**config.mk**
```make
export PLATFORM = sky130hd
export DESIGN_NAME = cmp2_serial
export DESIGN_NICKNAME = d
export VERILOG_FILES = /design/src/rtl/cmp2_pkg.sv /design/src/rtl/cmp2_digit.sv /design/src/rtl/cmp2_serial.sv
export SDC_FILE = /design/constraint.sdc
export NUM_CORES = 1
export LEC_CHECK = 0
export BUFFER_PORTS_ARGS = -buffer_cell sky130_fd_sc_hd__buf_2
export CAP_MARGIN = 15
export CORE_ASPECT_RATIO = 1.4
export CORE_MARGIN = 2
export CORE_UTILIZATION = 49
export DETAILED_ROUTE_END_ITERATION = 10
export PLACE_DENSITY = 0.7
export SLEW_MARGIN = 10
export SYNTH_ARGS = -nofsm -noshare
export SYNTH_HDL_FRONTEND = slang
export SYNTH_HIERARCHICAL = 1
export SYNTH_SLANG_ARGS = --single-unit
export TNS_END_PERCENT = 5
```
**constraint.sdc**
```tcl
create_clock -name clk -period 2.5 [get_ports clk]
set_input_delay 0.375 -clock clk [delete_from_list [all_inputs] [get_ports clk]]
set_output_delay 0.375 -clock clk [all_outputs]
set_load 0.02 [all_outputs]
```
**src/rtl/cmp2_pkg.sv**
```systemverilog
// Shared types and helpers for the digit-serial two-function magnitude comparator.
package cmp2_pkg;

  typedef enum logic [1:0] {
    IDLE = 2'd0,
    RUN  = 2'd1,
    DONE = 2'd2
  } state_t;

  typedef enum logic [1:0] {
    EQ = 2'd0,
    LT = 2'd1,
    GT = 2'd2
  } dec_t;

  function automatic int ndig(input int width, input int digit);
    return width / digit;
  endfunction

endpackage

```
**src/rtl/cmp2_digit.sv**
```systemverilog
// Combinational unsigned compare of one DIGIT-bit slice pair.
module cmp2_digit
  import cmp2_pkg::*;
#(
  parameter int DIGIT = 2
) (
  input  logic [DIGIT-1:0] a_dig,
  input  logic [DIGIT-1:0] b_dig,
  output dec_t             dec
);

  always_comb begin
    dec = EQ;
    if (a_dig < b_dig)      dec = LT;
    else if (a_dig > b_dig) dec = GT;
  end

endmodule

```
**src/rtl/cmp2_serial.sv**
```systemverilog
// Digit-serial LT_LE / GE_GT comparator with valid/ready request and result channels.
//   state | meaning
//   IDLE  | ready for a request, no result pending
//   RUN   | scanning digits MSB-first, NDIG cycles
//   DONE  | result held on lt_le/ge_gt until out_ready
module cmp2_serial
  import cmp2_pkg::*;
#(
  parameter int WIDTH = 8,
  parameter int DIGIT = 2
) (
  input  logic             clk,
  input  logic             rst,
  input  logic             in_valid,
  output logic             in_ready,
  input  logic [WIDTH-1:0] a,
  input  logic [WIDTH-1:0] b,
  input  logic             leq,
  input  logic             tc,
  output logic             out_valid,
  input  logic             out_ready,
  output logic             lt_le,
  output logic             ge_gt,
  output logic             busy
);

  localparam int NDIG = ndig(WIDTH, DIGIT);
  localparam int CW   = (NDIG > 1) ? $clog2(NDIG) : 1;
  localparam logic [CW-1:0] LAST = CW'(NDIG - 1);

  generate
    if ((DIGIT < 1) || (WIDTH % DIGIT != 0)) begin : g_bad_digit
      $error("cmp2_serial: WIDTH must be a positive multiple of DIGIT");
    end
  endgenerate

  state_t           state_q, state_d;
  dec_t             dec_q, dec_d, dig_dec, dec_next;
  logic [WIDTH-1:0] a_q, a_d, b_q, b_d;
  logic [CW-1:0]    cnt_q, cnt_d;
  logic             leq_q, leq_d;
  logic             lt_le_q, lt_le_d;
  logic             ge_gt_q, ge_gt_d;

  // Operands shift left each RUN cycle so the digit under test is always the top slice.
  cmp2_digit #(.DIGIT(DIGIT)) u_digit (
    .a_dig (a_q[WIDTH-1 -: DIGIT]),
    .b_dig (b_q[WIDTH-1 -: DIGIT]),
    .dec   (dig_dec)
  );

  always_comb begin
    state_d  = state_q;
    dec_d    = dec_q;
    a_d      = a_q;
    b_d      = b_q;
    cnt_d    = cnt_q;
    leq_d    = leq_q;
    lt_le_d  = lt_le_q;
    ge_gt_d  = ge_gt_q;
    dec_next = (dec_q == EQ) ? dig_dec : dec_q;
    case (state_q)
      IDLE: begin
        if (in_valid) begin
          a_d   = a;
          b_d   = b;
          // Offset-binary: flipping both MSBs turns a signed compare into an unsigned one.
          if (tc) begin
            a_d[WIDTH-1] = ~a[WIDTH-1];
            b_d[WIDTH-1] = ~b[WIDTH-1];
          end
          leq_d   = leq;
          cnt_d   = '0;
          dec_d   = EQ;
          state_d = RUN;
        end
      end
      RUN: begin
        dec_d = dec_next;
        a_d   = a_q << DIGIT;
        b_d   = b_q << DIGIT;
        cnt_d = cnt_q + 1'b1;
        if (cnt_q == LAST) begin
          cnt_d   = '0;
          state_d = DONE;
          case (dec_next)
            LT:      begin lt_le_d = 1'b1;  ge_gt_d = 1'b0;   end
            GT:      begin lt_le_d = 1'b0;  ge_gt_d = 1'b1;   end
            default: begin lt_le_d = leq_q; ge_gt_d = ~leq_q; end
          endcase
        end
      end
      DONE: begin
        if (out_ready) begin
          state_d = IDLE;
          lt_le_d = 1'b0;
          ge_gt_d = 1'b0;
        end
      end
      default: state_d = IDLE;
    endcase
  end

  always_ff @(posedge clk) begin
    if (rst) begin
      state_q <= IDLE;
      dec_q   <= EQ;
      a_q     <= '0;
      b_q     <= '0;
      cnt_q   <= '0;
      leq_q   <= 1'b0;
      lt_le_q <= 1'b0;
      ge_gt_q <= 1'b0;
    end else begin
      state_q <= state_d;
      dec_q   <= dec_d;
      a_q     <= a_d;
      b_q     <= b_d;
      cnt_q   <= cnt_d;
      leq_q   <= leq_d;
      lt_le_q <= lt_le_d;
      ge_gt_q <= ge_gt_d;
    end
  end

  assign in_ready  = (state_q == IDLE);
  assign out_valid = (state_q == DONE);
  assign busy      = (state_q != IDLE);
  assign lt_le     = lt_le_q;
  assign ge_gt     = ge_gt_q;

endmodule

```
==> run_summary.xml <==
<?xml version="1.0" encoding="UTF-8"?>
<metrics>
  <group name="status">
    <metric name="status" unit="">finished, final reports clean</metric>
  </group>
  <group name="timing">
    <metric name="final.period_utilization" unit="%">90.0</metric>
    <metric name="timing.max_slew.rel_slack" unit="%">54.5</metric>
    <metric name="report.final.hold_viol_count" unit="">0</metric>
    <metric name="clock-skew-final" unit="ns">0.00142</metric>
    <metric name="period_needed" unit="ns">2.25</metric>
    <metric name="tns" unit="ns">0</metric>
    <metric name="total_setup_violations_reported_at_the_end_of_the_flow" unit="">0</metric>
    <metric name="tightest_slew" unit="ns">0.681</metric>
    <metric name="rsz_0062_raised_after_global_routing" unit="">false</metric>
    <metric name="whs" unit="ns">0.282</metric>
    <metric name="setup_slack" unit="ns">0.250</metric>
    <metric name="timing.final.max_slew_violations" unit="">0</metric>
    <metric name="fmax" unit="MHz">444</metric>
  </group>
  <group name="power_and_ir_drop">
    <metric name="p_leak" unit="nW">0.580</metric>
    <metric name="maximum_ir_drop_on_the_vdd_rail" unit="uV">444</metric>
    <metric name="report.power.total" unit="mW">0.819</metric>
    <metric name="power_per_cell_area" unit="nW/um^2">595</metric>
  </group>
  <group name="cts">
    <metric name="postCtsResizedCells" unit="">0</metric>
    <metric name="clk_root_buffer_cell" unit="">clkbuf_4</metric>
    <metric name="tritoncts_num_sinks" unit="">25</metric>
    <metric name="insertion_delay" unit="ns">0.32</metric>
    <metric name="clockBufferDepth" unit="">2</metric>
    <metric name="cts-buffers-inserted" unit="">3</metric>
    <metric name="path_clk_slew" unit="ns">0.13</metric>
    <metric name="cts_tree" unit="">done</metric>
    <metric name="number_of_h_tree_branching_levels" unit="">1</metric>
    <metric name="post_cts_buffers" unit="">0</metric>
    <metric name="postCtsHoldBufs" unit="">0</metric>
  </group>
  <group name="synth">
    <metric name="postSynthRegisterBits" unit="">25</metric>
    <metric name="synth_enable_flop_cells" unit="">0</metric>
    <metric name="syn_area_per_cell" unit="um^2">8.49</metric>
    <metric name="yosys_most_used_dff" unit="">dfxtp_1</metric>
    <metric name="synth_top_cells_by_area" unit="">dfxtp_1 41%, a21oi_1 6.1%, nor2_1 5.8%, a211oi_1 5.5%, nand2_1 4.9%</metric>
    <metric name="seq_area_frac_synth" unit="%">40.7</metric>
    <metric name="synth_area_leader_cell" unit="">dfxtp_1</metric>
    <metric name="synthArstFlopShare" unit="%">0</metric>
    <metric name="synth_warnings" unit="">6</metric>
    <metric name="netlist_instances" unit="">145</metric>
    <metric name="synth_top_area_share" unit="%">40.7</metric>
    <metric name="synth.cell_area" unit="um^2">1230</metric>
    <metric name="synth.net_count" unit="">171</metric>
    <metric name="post_synth_num_cell_types" unit="">34</metric>
  </group>
  <group name="global_route">
    <metric name="antenna_found_initial" unit="">0</metric>
    <metric name="grt_pass1_vias" unit="">1014</metric>
    <metric name="pin_count_of_the_biggest_net_entering_global_routing" unit="">29</metric>
    <metric name="gr-usage-all-layers" unit="%">19.1</metric>
    <metric name="grt_pass1_wl" unit="um">4200</metric>
    <metric name="gr-total-overflow" unit="">0</metric>
  </group>
  <group name="critical_path">
    <metric name="critical_path_required" unit="ns">2.70</metric>
    <metric name="startpoint_type" unit="">flip-flop</metric>
    <metric name="worstPathMaxFanout" unit="">4</metric>
    <metric name="worst-endpoint-arrival" unit="ns">2.45</metric>
    <metric name="critPathKind" unit="">flip-flop to flip-flop</metric>
    <metric name="critPathCaptureType" unit="">flip-flop</metric>
  </group>
  <group name="drt">
    <metric name="route.antenna.remaining_nets" unit="">0</metric>
    <metric name="dr.first_iter.drc_count" unit="">26</metric>
    <metric name="vias" unit="">1071</metric>
    <metric name="post-route-drc-count" unit="">0</metric>
    <metric name="overall_routed_net_length" unit="um">2440</metric>
    <metric name="routedWlPerCell" unit="um">12.2</metric>
    <metric name="firstDrtPassIters" unit="">4</metric>
    <metric name="avgViaCountPerCell" unit="">5.38</metric>
  </group>
  <group name="min_path">
    <metric name="hold_class" unit="">primary input to flip-flop</metric>
  </group>
  <group name="placed_design">
    <metric name="placedCellCount" unit="">195</metric>
    <metric name="dp.final_hpwl" unit="um">1770</metric>
    <metric name="numPortBuffers" unit="">26</metric>
    <metric name="gpl.final_weighted_congestion" unit="">0.809</metric>
    <metric name="dp_slack" unit="ns">0.266</metric>
  </group>
  <group name="floorplanning">
    <metric name="top_level_ports" unit="">27</metric>
    <metric name="placement_rows" unit="">21</metric>
    <metric name="die_area" unit="um^2">2940</metric>
    <metric name="die_x" unit="um">46.4</metric>
    <metric name="die_y_extent" unit="um">63.3</metric>
    <metric name="initial_utilization" unit="%">51.5</metric>
    <metric name="area_of_the_core" unit="um^2">2390</metric>
  </group>
  <group name="layout">
    <metric name="area_growth" unit="%">11.8</metric>
    <metric name="drive_above_1_share" unit="%">23.0</metric>
    <metric name="final_cell_count_without_fillers" unit="">199</metric>
    <metric name="most-common-layout-cells" unit="">26 x buf_2, 25 x dfxtp_1, 19 x nor2_1</metric>
    <metric name="layout.cells.most_common" unit="">buf_2</metric>
    <metric name="fin_nets" unit="">192</metric>
    <metric name="diodes" unit="">0</metric>
  </group>
  <group name="job">
    <metric name="drv.max_cap_violation_count" unit="">0</metric>
  </group>
</metrics>
## through the flow
| stage | util (%) | area (um^2) |
|---|---|---|
| detailed placement | 56.5 | 1350 |
| finish | 57.6 | 1380 |
| global route | 57.6 | 1380 |
| CTS | 57.6 | 1380 |
| global placement | 56.5 | 1350 |
| floorplan | - | 1230 |
## cell families (layout without fill, tap and decap cells)
family | after synthesis | count (layout) | synth area share [%]
AOI/OAI and AO/OA | 40 | 40 | 22.7
xor gates and xnor gates | 2 | 2 | 1.42
adders and majority gates | 4 | 4 | 4.07
buffers and inverters | 14 | 34 | 5.59
DFF | 25 | 25 | 40.7
muxes | 1 | 1 | 0.813
and+or+nand+nor | 59 | 59 | 24.8
## critical path: stages, from the launching register on
cell,delay (ns)
dfxtp_1,0.37
inv_1,0.05
ha_1,0.30
nor2b_4,0.14
a2bb2oi_2,0.13
nor2b_1,0.13
or2_2,0.27
ha_1,0.31
o311ai_0,0.34
o31ai_1,0.09
## flip-flops by register name, summed over array words and instances (netlist names)
| register | flops |
|---|---|
| cnt_q | 2 |
| a_q | 8 |
| lt_le | 1 |
| ge_gt | 1 |
| dec_q | 2 |
| leq_q | 1 |
| b_q | 8 |
| state_q | 2 |
## cell usage after synthesis (3+ instances only)
cell type / n
nand2b_1: 5
a211oi_1: 9
ha_1: 4
clkbuf_1: 3
inv_1: 4
a22oi_1: 5
nor2_1: 19
buf_4: 3
nand2_1: 16
buf_2: 4
nor2b_1: 4
a21oi_1: 15
dfxtp_1: 25
## path summary, 6_finish.rpt
kind               start      to  slack [ns]  cells after the start
hold reg to reg    leq_q   leq_q        0.46                      2
hold / removal      a[2]  a_q[2]        0.28                      3
setup / recovery  b_q[7]   lt_le        0.25                      9
setup reg to reg  b_q[7]   lt_le        0.25                      9
## metal layers
layer	share of wire, %	up-vias	global-route usage, %
li1	-	544	-
met2	51	25	31.9
met4	1.6	0	7.50
met3	4.6	5	2.58
met5	0	-	0
met1	42	497	23.6
## power breakdown
group          switching [mW]  internal [mW]  total, mW  leakage [nW]
combinational          0.0993         0.0919      0.191         0.359
sequential             0.0193          0.426      0.445         0.206
clock                   0.120         0.0624      0.182        0.0150
total                   0.238          0.580      0.819         0.580
## layout make-up
type | count | area (um^2)
clock buffers | 4 | 26.3
well taps | 34 | 42.5
flip-flops and latches | 25 | 500
multi-input cells | 106 | 662
fillers | 226 | 1010
inverters | 4 | 15.0
repair buffers | 26 | 130
No activity file was read; power rests on OpenSTA's default activity.
